### config.mk
export PLATFORM = sky130hd
export DESIGN_NAME = heartbeat_rx
export DESIGN_NICKNAME = d
export VERILOG_FILES = /design/src/rtl/heartbeat_rx_pkg.sv /design/src/rtl/heartbeat_rx_bit_dec.sv /design/src/rtl/heartbeat_rx.sv
export SDC_FILE = /design/constraint.sdc
export NUM_CORES = 1
export LEC_CHECK = 0
export ABC_AREA = 1
export CAP_MARGIN = 20
export CORE_UTILIZATION = 60
export DETAILED_ROUTE_END_ITERATION = 16
export PLACE_DENSITY_LB_ADDON = 0.05
export SYNTH_ARGS = -nofsm -noshare
export SYNTH_HDL_FRONTEND = slang
export SYNTH_SLANG_ARGS = --single-unit
### constraint.sdc
create_clock -name clk -period 5.86 [get_ports clk]
set_clock_uncertainty 0.15 [all_clocks]
set_input_delay 1.465 -clock clk [delete_from_list [all_inputs] [get_ports clk]]
set_output_delay 1.465 -clock clk [all_outputs]
set_load 0.02 [all_outputs]
### src/rtl/heartbeat_rx_pkg.sv
// Shared definitions for the heartbeat receiver: framing state encoding,
// default lock/miss thresholds, widths and the counter-increment helper.
package heartbeat_rx_pkg;

    localparam int unsigned LOCK_COUNT_DEF = 4;
    localparam int unsigned MISS_LIMIT_DEF = 2;

    localparam int unsigned BYTE_W = 8;
    localparam int unsigned WIN_W  = 16;
    localparam int unsigned CNT_W  = 8;
    localparam int unsigned NBIT_W = 5;

    // Framing state encoding
    localparam logic [1:0] ST_SEARCH = 2'd0;
    localparam logic [1:0] ST_VERIFY = 2'd1;
    localparam logic [1:0] ST_LOCKED = 2'd2;

    // Heartbeat counter successor; the 8-bit add wraps 0xFF to 0x00
    function automatic logic [BYTE_W-1:0] next_byte(input logic [BYTE_W-1:0] b);
        return b + BYTE_W'(1);
    endfunction

endpackage

### src/rtl/heartbeat_rx_bit_dec.sv
// Manchester half-bit pairing with one-clock phase slip.
// Ports:
//   clk, rst      : clock, synchronous active-high reset
//   signal_in     : raw Manchester line (2 clocks per bit)
//   bit_c         : decoded bit value (valid with bit_strobe_c)
//   bit_strobe_c  : a well-formed half-bit pair completed this cycle
//   violation_c   : a pair with equal halves completed this cycle
module manchester_bit_dec (
    input  logic clk,
    input  logic rst,
    input  logic signal_in,
    output logic bit_c,
    output logic bit_strobe_c,
    output logic violation_c
);

    logic s_q;
    logic s_vld;
    logic half;
    logic first;

    // Input register, then alternate first/second half captures
    always_ff @(posedge clk) begin
        if (rst) begin
            s_q   <= 1'b0;
            s_vld <= 1'b0;
            half  <= 1'b0;
            first <= 1'b0;
        end else begin
            s_q   <= signal_in;
            s_vld <= 1'b1;
            if (s_vld) begin
                if (!half) begin
                    first <= s_q;
                    half  <= 1'b1;
                end else if (first != s_q) begin
                    half  <= 1'b0;
                end
                // Equal halves: half stays set, so this sample (== first)
                // becomes the first half of the next pair -- a one-clock slip.
            end
        end
    end

    assign bit_c        = first;
    assign bit_strobe_c = half & (first != s_q);
    assign violation_c  = half & (first == s_q);

endmodule

### src/rtl/heartbeat_rx.sv
// Heartbeat receiver: decodes a Manchester line carrying an incrementing
// byte counter, searches for byte alignment, verifies and tracks lock.
// Ports:
//   clk, rst    : clock, synchronous active-high reset
//   signal_in   : Manchester line, 2 clocks per bit, MSB first
//   byte_out    : last decoded counter byte
//   byte_valid  : one-cycle pulse when byte_out updates (locked only)
//   locked      : high while locked
//   phase_err   : one-cycle pulse on a half-bit violation
//   seq_err     : one-cycle pulse on a sequence mismatch while locked
//   err_count   : saturating count of phase_err and seq_err pulses
module heartbeat_rx
    import heartbeat_rx_pkg::*;
#(
    parameter int unsigned LOCK_COUNT = LOCK_COUNT_DEF,
    parameter int unsigned MISS_LIMIT = MISS_LIMIT_DEF
) (
    input  logic              clk,
    input  logic              rst,
    input  logic              signal_in,
    output logic [BYTE_W-1:0] byte_out,
    output logic              byte_valid,
    output logic              locked,
    output logic              phase_err,
    output logic              seq_err,
    output logic [BYTE_W-1:0] err_count
);

    logic dec_bit_c;
    logic dec_strobe_c;
    logic dec_violation_c;

    manchester_bit_dec u_bit_dec (
        .clk          (clk),
        .rst          (rst),
        .signal_in    (signal_in),
        .bit_c        (dec_bit_c),
        .bit_strobe_c (dec_strobe_c),
        .violation_c  (dec_violation_c)
    );

    logic [1:0]        state,     state_nxt;
    logic [WIN_W-1:0]  win,       win_nxt;
    logic [NBIT_W-1:0] nbits,     nbits_nxt;
    logic [2:0]        bit_cnt,   bit_cnt_nxt;
    logic [CNT_W-1:0]  good_cnt,  good_nxt;
    logic [CNT_W-1:0]  miss_cnt,  miss_nxt;
    logic [BYTE_W-1:0] last_byte, last_nxt;
    logic [BYTE_W-1:0] byte_out_nxt;
    logic [BYTE_W-1:0] err_nxt;
    logic              byte_valid_nxt;
    logic              phase_err_nxt;
    logic              seq_err_nxt;
    logic [BYTE_W-1:0] rx_byte;
    logic              byte_done;
    logic              seq_match;

    // Next-state and output decode
    always_comb begin
        state_nxt      = state;
        win_nxt        = win;
        nbits_nxt      = nbits;
        bit_cnt_nxt    = bit_cnt;
        good_nxt       = good_cnt;
        miss_nxt       = miss_cnt;
        last_nxt       = last_byte;
        byte_out_nxt   = byte_out;
        byte_valid_nxt = 1'b0;
        phase_err_nxt  = 1'b0;
        seq_err_nxt    = 1'b0;
        err_nxt        = err_count;
        rx_byte        = '0;
        byte_done      = 1'b0;
        seq_match      = 1'b0;

        if (dec_violation_c) begin
            // A violation pre-empts any byte in progress
            phase_err_nxt = 1'b1;
            nbits_nxt     = '0;
            bit_cnt_nxt   = '0;
            state_nxt     = ST_SEARCH;
        end else if (dec_strobe_c) begin
            win_nxt     = {win[WIN_W-2:0], dec_bit_c};
            if (nbits != NBIT_W'(WIN_W)) begin
                nbits_nxt = nbits + NBIT_W'(1);
            end
            rx_byte     = win_nxt[BYTE_W-1:0];
            seq_match   = (rx_byte == next_byte(last_byte));
            byte_done   = (bit_cnt == 3'd7);
            bit_cnt_nxt = bit_cnt + 3'd1;

            case (state)
                ST_SEARCH: begin
                    if (nbits_nxt == NBIT_W'(WIN_W) &&
                        win_nxt[BYTE_W-1:0] == next_byte(win_nxt[WIN_W-1:BYTE_W])) begin
                        last_nxt    = win_nxt[BYTE_W-1:0];
                        bit_cnt_nxt = '0;
                        good_nxt    = CNT_W'(1);
                        miss_nxt    = '0;
                        state_nxt   = ST_VERIFY;
                    end
                end
                ST_VERIFY: begin
                    if (byte_done) begin
                        if (seq_match) begin
                            good_nxt = good_cnt + CNT_W'(1);
                            last_nxt = rx_byte;
                            if (good_nxt >= CNT_W'(LOCK_COUNT)) begin
                                state_nxt      = ST_LOCKED;
                                byte_out_nxt   = rx_byte;
                                byte_valid_nxt = 1'b1;
                            end
                        end else begin
                            state_nxt = ST_SEARCH;
                        end
                    end
                end
                ST_LOCKED: begin
                    if (byte_done) begin
                        byte_out_nxt   = rx_byte;
                        byte_valid_nxt = 1'b1;
                        last_nxt       = rx_byte;
                        if (seq_match) begin
                            miss_nxt = '0;
                        end else begin
                            seq_err_nxt = 1'b1;
                            miss_nxt    = miss_cnt + CNT_W'(1);
                            if (miss_nxt >= CNT_W'(MISS_LIMIT)) begin
                                state_nxt = ST_SEARCH;
                            end
                        end
                    end
                end
                default: state_nxt = ST_SEARCH;
            endcase
        end

        if ((phase_err_nxt || seq_err_nxt) && err_count != '1) begin
            err_nxt = err_count + BYTE_W'(1);
        end
    end

    // State and output registers
    always_ff @(posedge clk) begin
        if (rst) begin
            state      <= ST_SEARCH;
            win        <= '0;
            nbits      <= '0;
            bit_cnt    <= '0;
            good_cnt   <= '0;
            miss_cnt   <= '0;
            last_byte  <= '0;
            byte_out   <= '0;
            byte_valid <= 1'b0;
            locked     <= 1'b0;
            phase_err  <= 1'b0;
            seq_err    <= 1'b0;
            err_count  <= '0;
        end else begin
            state      <= state_nxt;
            win        <= win_nxt;
            nbits      <= nbits_nxt;
            bit_cnt    <= bit_cnt_nxt;
            good_cnt   <= good_nxt;
            miss_cnt   <= miss_nxt;
            last_byte  <= last_nxt;
            byte_out   <= byte_out_nxt;
            byte_valid <= byte_valid_nxt;
            locked     <= (state_nxt == ST_LOCKED);
            phase_err  <= phase_err_nxt;
            seq_err    <= seq_err_nxt;
            err_count  <= err_nxt;
        end
    end

endmodule

==> flow_metrics.tcl, run 1 <==
set metrics [dict create \
    clkLatencyLatePin_ns 0.35 \
    ios 23 \
    cts.sinks 73 \
    slew_headroom_pct 49.6 \
    die_h_um 83.4 \
    ant_nets 0 \
    hold_buffers 0 \
    crit_path_end "nbits[2]$_SDFFE_PP0P_" \
    cts-root-buf "clkbuf_8" \
    layout.nets 651 \
    dr.pass1.iters 5 \
    slew_viol_final 0 \
    rows 29 \
    finalWorstSetupSlack_ns 2.34 \
    cp.arrival_ns 3.65 \
    synth_flop_cell "dfxtp_1" \
    post_route_cells_drive_above_1_share_pct 3.76 \
    grt-busiest-layer "met2" \
    grt_use_total_pct 25.7 \
    critPathKind "in -> reg" \
    fillers 574 \
    yosysWarnings 0 \
    wl_per_cell_um 11.9 \
    rsz0062_at_grt "no" \
    post-cts-setup-buffers 0 \
    cts.repair.resized 0 \
    power.density_nw_per_um2 246 \
    synth_area_leaders "dfxtp_1 37%, nand2_1 15%, nor2_1 8.8%" \
    r2r.worst_path.cells 10 \
    yosysTopAreaCellShare_pct 36.7 \
    crit_path_end_kind "register" \
    worst_pin_slew_ns 0.754 \
    status "complete, no violations" \
    reg2reg_to "last_byte[4]$_SDFFE_PP0P_" \
    antennaDiodeCount 0 \
    antenna_found_initial 0 \
    numCtsBuffers 9 \
    ys_seq_area_share_pct 36.7 \
    placed_cell_area_um2 4230 \
    cts_max_level 3 \
    hold_viol_final 0 \
    yosys-top-cells-count "159 x nand2_1, 93 x nor2_1, 73 x dfxtp_1, 71 x inv_1, 53 x a21oi_1" \
    pre_cts_ws_ns 1.96 \
    tns_ns 0 \
    coreArea_um2 6390 \
    synth_cell_types 27 \
    fmax_mhz 284 \
    wirelength_um 8510 \
    vdd_drop_max_uv 140 \
    leakage_nw 1.90 \
    grt_pass1_vias 3358 \
    dp_hpwl_um 6230 \
    avgSynthCellArea_um2 6.47 \
    synth.cell_area_um2 3980 \
    vias_per_cell 5.29 \
    chipWidth_um 83.4 \
    synth_edf_count 0 \
    cp_max_fo 30 \
    rrSetupSlack_ns 2.88 \
    start_util_pct 62.3 \
    grtUsageMet2_pct 44.4 \
    maxCapViolCount 0 \
    fin_crit_sh_pct 60.0 \
    fin_area_um2 4420 \
    hold_class "reg -> reg" \
    cts_tree "built" \
    vias 3779 \
    drtIter0Drc 204 \
    grt_use_met3_pct 3.88 \
    cts.path.max_buffers 2 \
    grt_max_degree 38 \
    drc 0 \
    overflow 0 \
    startpoint_type "input pin" \
    fp.dieArea_um2 6960 \
    synth_area_leader_cell "dfxtp_1" \
    netlist_instances 615 \
    yosysMostFrequentCell "nand2_1" \
    crit_start "rst" \
    io_buffers 22 \
    area_growth_syn_to_layout_pct 11.2 \
    cp.required_ns 5.99 \
    final-setup-viol-count 0 \
    async_reset_ff_share_pct 0 \
    ys_ff_latch 73 \
    grt_pass1_wl_um 14700 \
    finalCriticalPeriod_ns 3.52 \
    clkTransAtPathRegs_ns 0.07 \
    worstReg2RegStart "u_bit_dec.bit_c$_SDFFE_PP0P_" \
    grtUsageMet1_pct 32.6 \
    globalplace.congestion 0.829 \
    syn-num-nets 632 \
]
power by group:
group	switching, mW	total [mW]	internal (mW)
sequential	0.0266	0.545	0.519
clock	0.178	0.394	0.216
combinational	0.0967	0.150	0.0530
critical path, cell delays in order:
cell,delay [ns]
clkdlybuf4s50_1,0.61
inv_1,0.66
buf_4,0.37
nand2_1,0.17
inv_1,0.15
o21ai_0,0.09
a21oi_1,0.12
per-layer routing:
| layer | wire length [um] | vias up |
|---|---|---|
| met5 | 0 | - |
| met4 | 109 | 0 |
| met3 | 282 | 10 |
| met2 | 4080 | 56 |
| met1 | 4040 | 1711 |
| li1 | - | 2002 |
area by class of cell:
type,count,area (um^2),area share [%]
Clock inverter,3,40.0,0.905
Timing Repair Buffer,23,228,5.15
Sequential cell,73,1460,33.1
Inverter,74,278,6.28
Multi-Input combinational cell,453,2160,48.9
Clock buffer,12,155,3.51
Tap cell,77,96.3,2.18
flip-flops by register name, indices dropped and copies added, names as in the netlist, 2 cells and up:
register and count:
last_byte 8, byte_out 8, win 15, good_cnt 8, state 2, nbits 5
err_count 8, miss_cnt 8, bit_cnt 3
stage by stage:
stage | hold slack, ns | total power [mW] | cells | utilization [%]
global route | 0.346 | 1.14 | 715 | 69.2
finish | 0.324 | 1.09 | 715 | 69.2
floorplan | 0.294 | 0.663 | 615 | -
global placement | 0.306 | 0.699 | 700 | 66.2
CTS | 0.323 | 1.09 | 715 | 69.2
detailed placement | 0.312 | 0.705 | 700 | 66.2
worst min path at each step:
| stage | cells after the start | from | slack, ns | endpoint |
|---|---|---|---|---|
| global route | 2 | good_cnt[7]$_SDFFE_PP0P_ | 0.35 | good_cnt[7]$_SDFFE_PP0P_ |
| global placement | 2 | bit_cnt[1]$_SDFFE_PP0P_ | 0.31 | bit_cnt[1]$_SDFFE_PP0P_ |
| CTS | 2 | bit_cnt[1]$_SDFFE_PP0P_ | 0.32 | bit_cnt[1]$_SDFFE_PP0P_ |
| finish | 2 | bit_cnt[2]$_SDFFE_PP0P_ | 0.32 | bit_cnt[2]$_SDFFE_PP0P_ |
| floorplan | 2 | good_cnt[7]$_SDFFE_PP0P_ | 0.29 | good_cnt[7]$_SDFFE_PP0P_ |
| detailed placement | 2 | bit_cnt[1]$_SDFFE_PP0P_ | 0.31 | bit_cnt[1]$_SDFFE_PP0P_ |
cell usage in the layout (no fill, tap or decap):
master and n:
a211oi_1 1, a21oi_1 53, a31oi_1 2, and2_1 1, buf_4 1, bufinv_16 1
clkbuf_1 1, clkbuf_8 11, clkdlybuf4s50_1 22, clkinv_1 1, clkinv_2 2, dfxtp_1 73
ha_1 14, inv_1 71, inv_2 2, nand2_1 159, nand2_2 2, nand3_1 40
nand3b_1 2, nand4_1 10, nor2_1 93, nor2_2 3, nor2_4 1, nor3_1 2
o21a_1 1, o21ai_0 50, o21bai_1 1, or2_2 1, xnor2_1 8, xor2_1 9
kinds of logic (layout without fill, tap and decap cells):
kind of cell / after synthesis / in the layout / synth area share, %
flip-flops: 73 / 73 / 36.7
adder cells (fa/ha/maj): 14 / 14 / 4.40
AO/OA/AOI/OAI: 108 / 108 / 13.8
XOR/XNOR: 17 / 17 / 3.74
AND/OR/NAND/NOR: 314 / 314 / 32.4
buffers and inverters: 89 / 112 / 8.87
Note: power is estimated with default switching activity, not from simulation.
==> inputs of run 2 (changes only) <==
==> constraint.sdc (replaced) <==
create_clock -name clk -period 3.63 [get_ports clk]
set_clock_uncertainty 0.15 [all_clocks]
set_input_delay 0.9075 -clock clk [delete_from_list [all_inputs] [get_ports clk]]
set_output_delay 0.9075 -clock clk [all_outputs]
set_load 0.02 [all_outputs]
==> flow_metrics.tcl, run 2 (synthesized netlist as in run 1, its figures left out) <==
set metrics [dict create \
    antennaDiodeCount 0 \
    globalplace.congestion 0.878 \
    vdd_drop_max_uv 276 \
    hold_viol_final 0 \
    largest_reg_flops 15 \
    slew_headroom_pct 63.4 \
    clkLatencyLatePin_ns 0.35 \
    post_route_cells_drive_above_1_share_pct 4.06 \
    leakage_nw 1.92 \
    final_common_cell "nand2_1" \
    cts.path.max_buffers 2 \
    layout.nets 652 \
    path_buf_inv 0 \
    status "complete, no violations" \
    hold_buffers 0 \
    pwr-share-comb_pct 13.2 \
    drc 0 \
    vias 3806 \
    fmax_mhz 375 \
    cts.sinks 73 \
    ant_nets 0 \
    finalCriticalPeriod_ns 2.67 \
    cts_max_level 3 \
    rrSetupSlack_ns 0.96 \
    wirelength_um 8540 \
    critPathKind "reg -> reg" \
    crit_path_end_kind "register" \
    overflow 0 \
    ios 23 \
    fillers 570 \
    grt_pass1_vias 3540 \
    grt_pass1_wl_um 15100 \
    max_stage_delay_ns 0.40 \
    seq_power_share_pct 47.6 \
    cts_tree "built" \
    fin_crit_sh_pct 73.5 \
    stdcell_count 717 \
    rows 29 \
    coreArea_um2 6390 \
    io_buffers 22 \
    grt_max_degree 53 \
    hold_class "reg -> reg" \
    top_register "win" \
    cp_common_cell "nand2_1" \
    startpoint_type "register" \
    totalPowerFinal_mw 1.84 \
    fp.dieArea_um2 6960 \
    cp_max_fo 16 \
    antenna_found_initial 0 \
    clkPwrFrac_pct 39.2 \
    cp.required_ns 3.69 \
    p_int_mw 1.35 \
    crit_slowest_cell "dfxtp_1" \
    post-cts-setup-buffers 0 \
    chipWidth_um 83.4 \
    tns_ns 0 \
    die_h_um 83.4 \
    final-setup-viol-count 0 \
    hold_ws_ns 0.325 \
    p_sw_mw 0.495 \
    wl_per_cell_um 11.9 \
    vias_per_cell 5.31 \
    drtIter0Drc 233 \
    cp.arrival_ns 2.73 \
    dp_hpwl_um 6070 \
    power.density_nw_per_um2 413 \
    cts-root-buf "clkbuf_8" \
    maxCapViolCount 0 \
    switching_share_pct 26.8 \
    critPathTopFamily "simple AND/OR/NAND/NOR gates" \
    slew_viol_final 0 \
    cts.repair.resized 0 \
    dp.cells 701 \
    numCtsBuffers 9 \
    most-common-layout-cells "159 x nand2_1, 93 x nor2_1, 73 x dfxtp_1" \
    area_growth_syn_to_layout_pct 12.2 \
    worst_pin_slew_ns 0.549 \
    grt_use_total_pct 26.1 \
    rsz0062_at_grt "no" \
    start_util_pct 62.3 \
    clkTransAtPathRegs_ns 0.07 \
    dr.pass1.iters 5 \
    crit_chain "ha_1, nand4_1, nor2_1, nand2_1, nand2_1, nand2_1, nor2_1, nand3_1, nand2_1, nand3_1, o21ai_0, a21oi_1" \
]
[run 2: cell count changes in the layout (fill, tap and decap cells not counted)]
cell	previous run	this run
buf_4	1	2
bufinv_16	1	2
clkinv_2	2	1
inv_6	0	1
[run 2: path summary, 6_finish.rpt]
| path | startpoint | end | cells past startpoint |
|---|---|---|---|
| min | bit_cnt[1]$_SDFFE_PP0P_ | bit_cnt[1]$_SDFFE_PP0P_ | 2 |
| min reg2reg | bit_cnt[1]$_SDFFE_PP0P_ | bit_cnt[1]$_SDFFE_PP0P_ | 2 |
| max | win[7]$_SDFFE_PP0P_ | good_cnt[1]$_SDFFE_PP0P_ | 12 |
| max reg2reg | win[7]$_SDFFE_PP0P_ | good_cnt[1]$_SDFFE_PP0P_ | 12 |
[run 2: power by group through the flow]
stage | clock network (mW) | logic [mW] | registers (mW)
finish | 0.723 | 0.243 | 0.879
global route | 0.778 | 0.280 | 0.885
CTS | 0.740 | 0.242 | 0.878
detailed placement | 0 | 0.241 | 0.896
global placement | 0 | 0.236 | 0.895
floorplan | 0 | 0.178 | 0.892
[run 2: stage by stage]
stage | worst slack, ns | area (um^2) | utilization (%)
2_1_floorplan | 1.48 | 3980 | -
3_3_place_gp | 0.996 | 4230 | 66.3
3_5_place_dp | 0.945 | 4230 | 66.3
4_1_cts | 0.995 | 4460 | 69.9
5_1_grt | 0.641 | 4460 | 69.9
6_report | 0.961 | 4460 | 69.9
[run 2: per-layer routing]
| metal | wire length (um) | part of all wire, % | vias up | track usage [%] |
|---|---|---|---|---|
| li1 | - | - | 1997 | - |
| met4 | 181 | 2.1 | 0 | 9.71 |
| met1 | 4020 | 47 | 1700 | 33.5 |
| met3 | 314 | 3.7 | 17 | 5.57 |
| met5 | 0 | 0 | - | 0 |
| met2 | 4030 | 47 | 92 | 43.4 |
[run 2: area by class of cell]
| class | instances | area (um^2) | share of cell area [%] |
|---|---|---|---|
| inverter | 74 | 278 | 6.22 |
| clock buffer | 12 | 155 | 3.48 |
| clock inverter | 4 | 73.8 | 1.65 |
| sequential | 73 | 1460 | 32.7 |
| multi-input combinational | 453 | 2160 | 48.5 |
| timing repair buffer | 24 | 235 | 5.27 |
| tap | 77 | 96.3 | 2.16 |
[run 2: worst reg2reg max path: stages, from the launching register on]
cell and delay [ns]:
dfxtp_1 0.40, ha_1 0.22, nand4_1 0.22, nor2_1 0.18, nand2_1 0.07, nand2_1 0.07, nand2_1 0.05, nor2_1 0.14
nand3_1 0.11, nand2_1 0.15, nand3_1 0.38, o21ai_0 0.32, a21oi_1 0.07
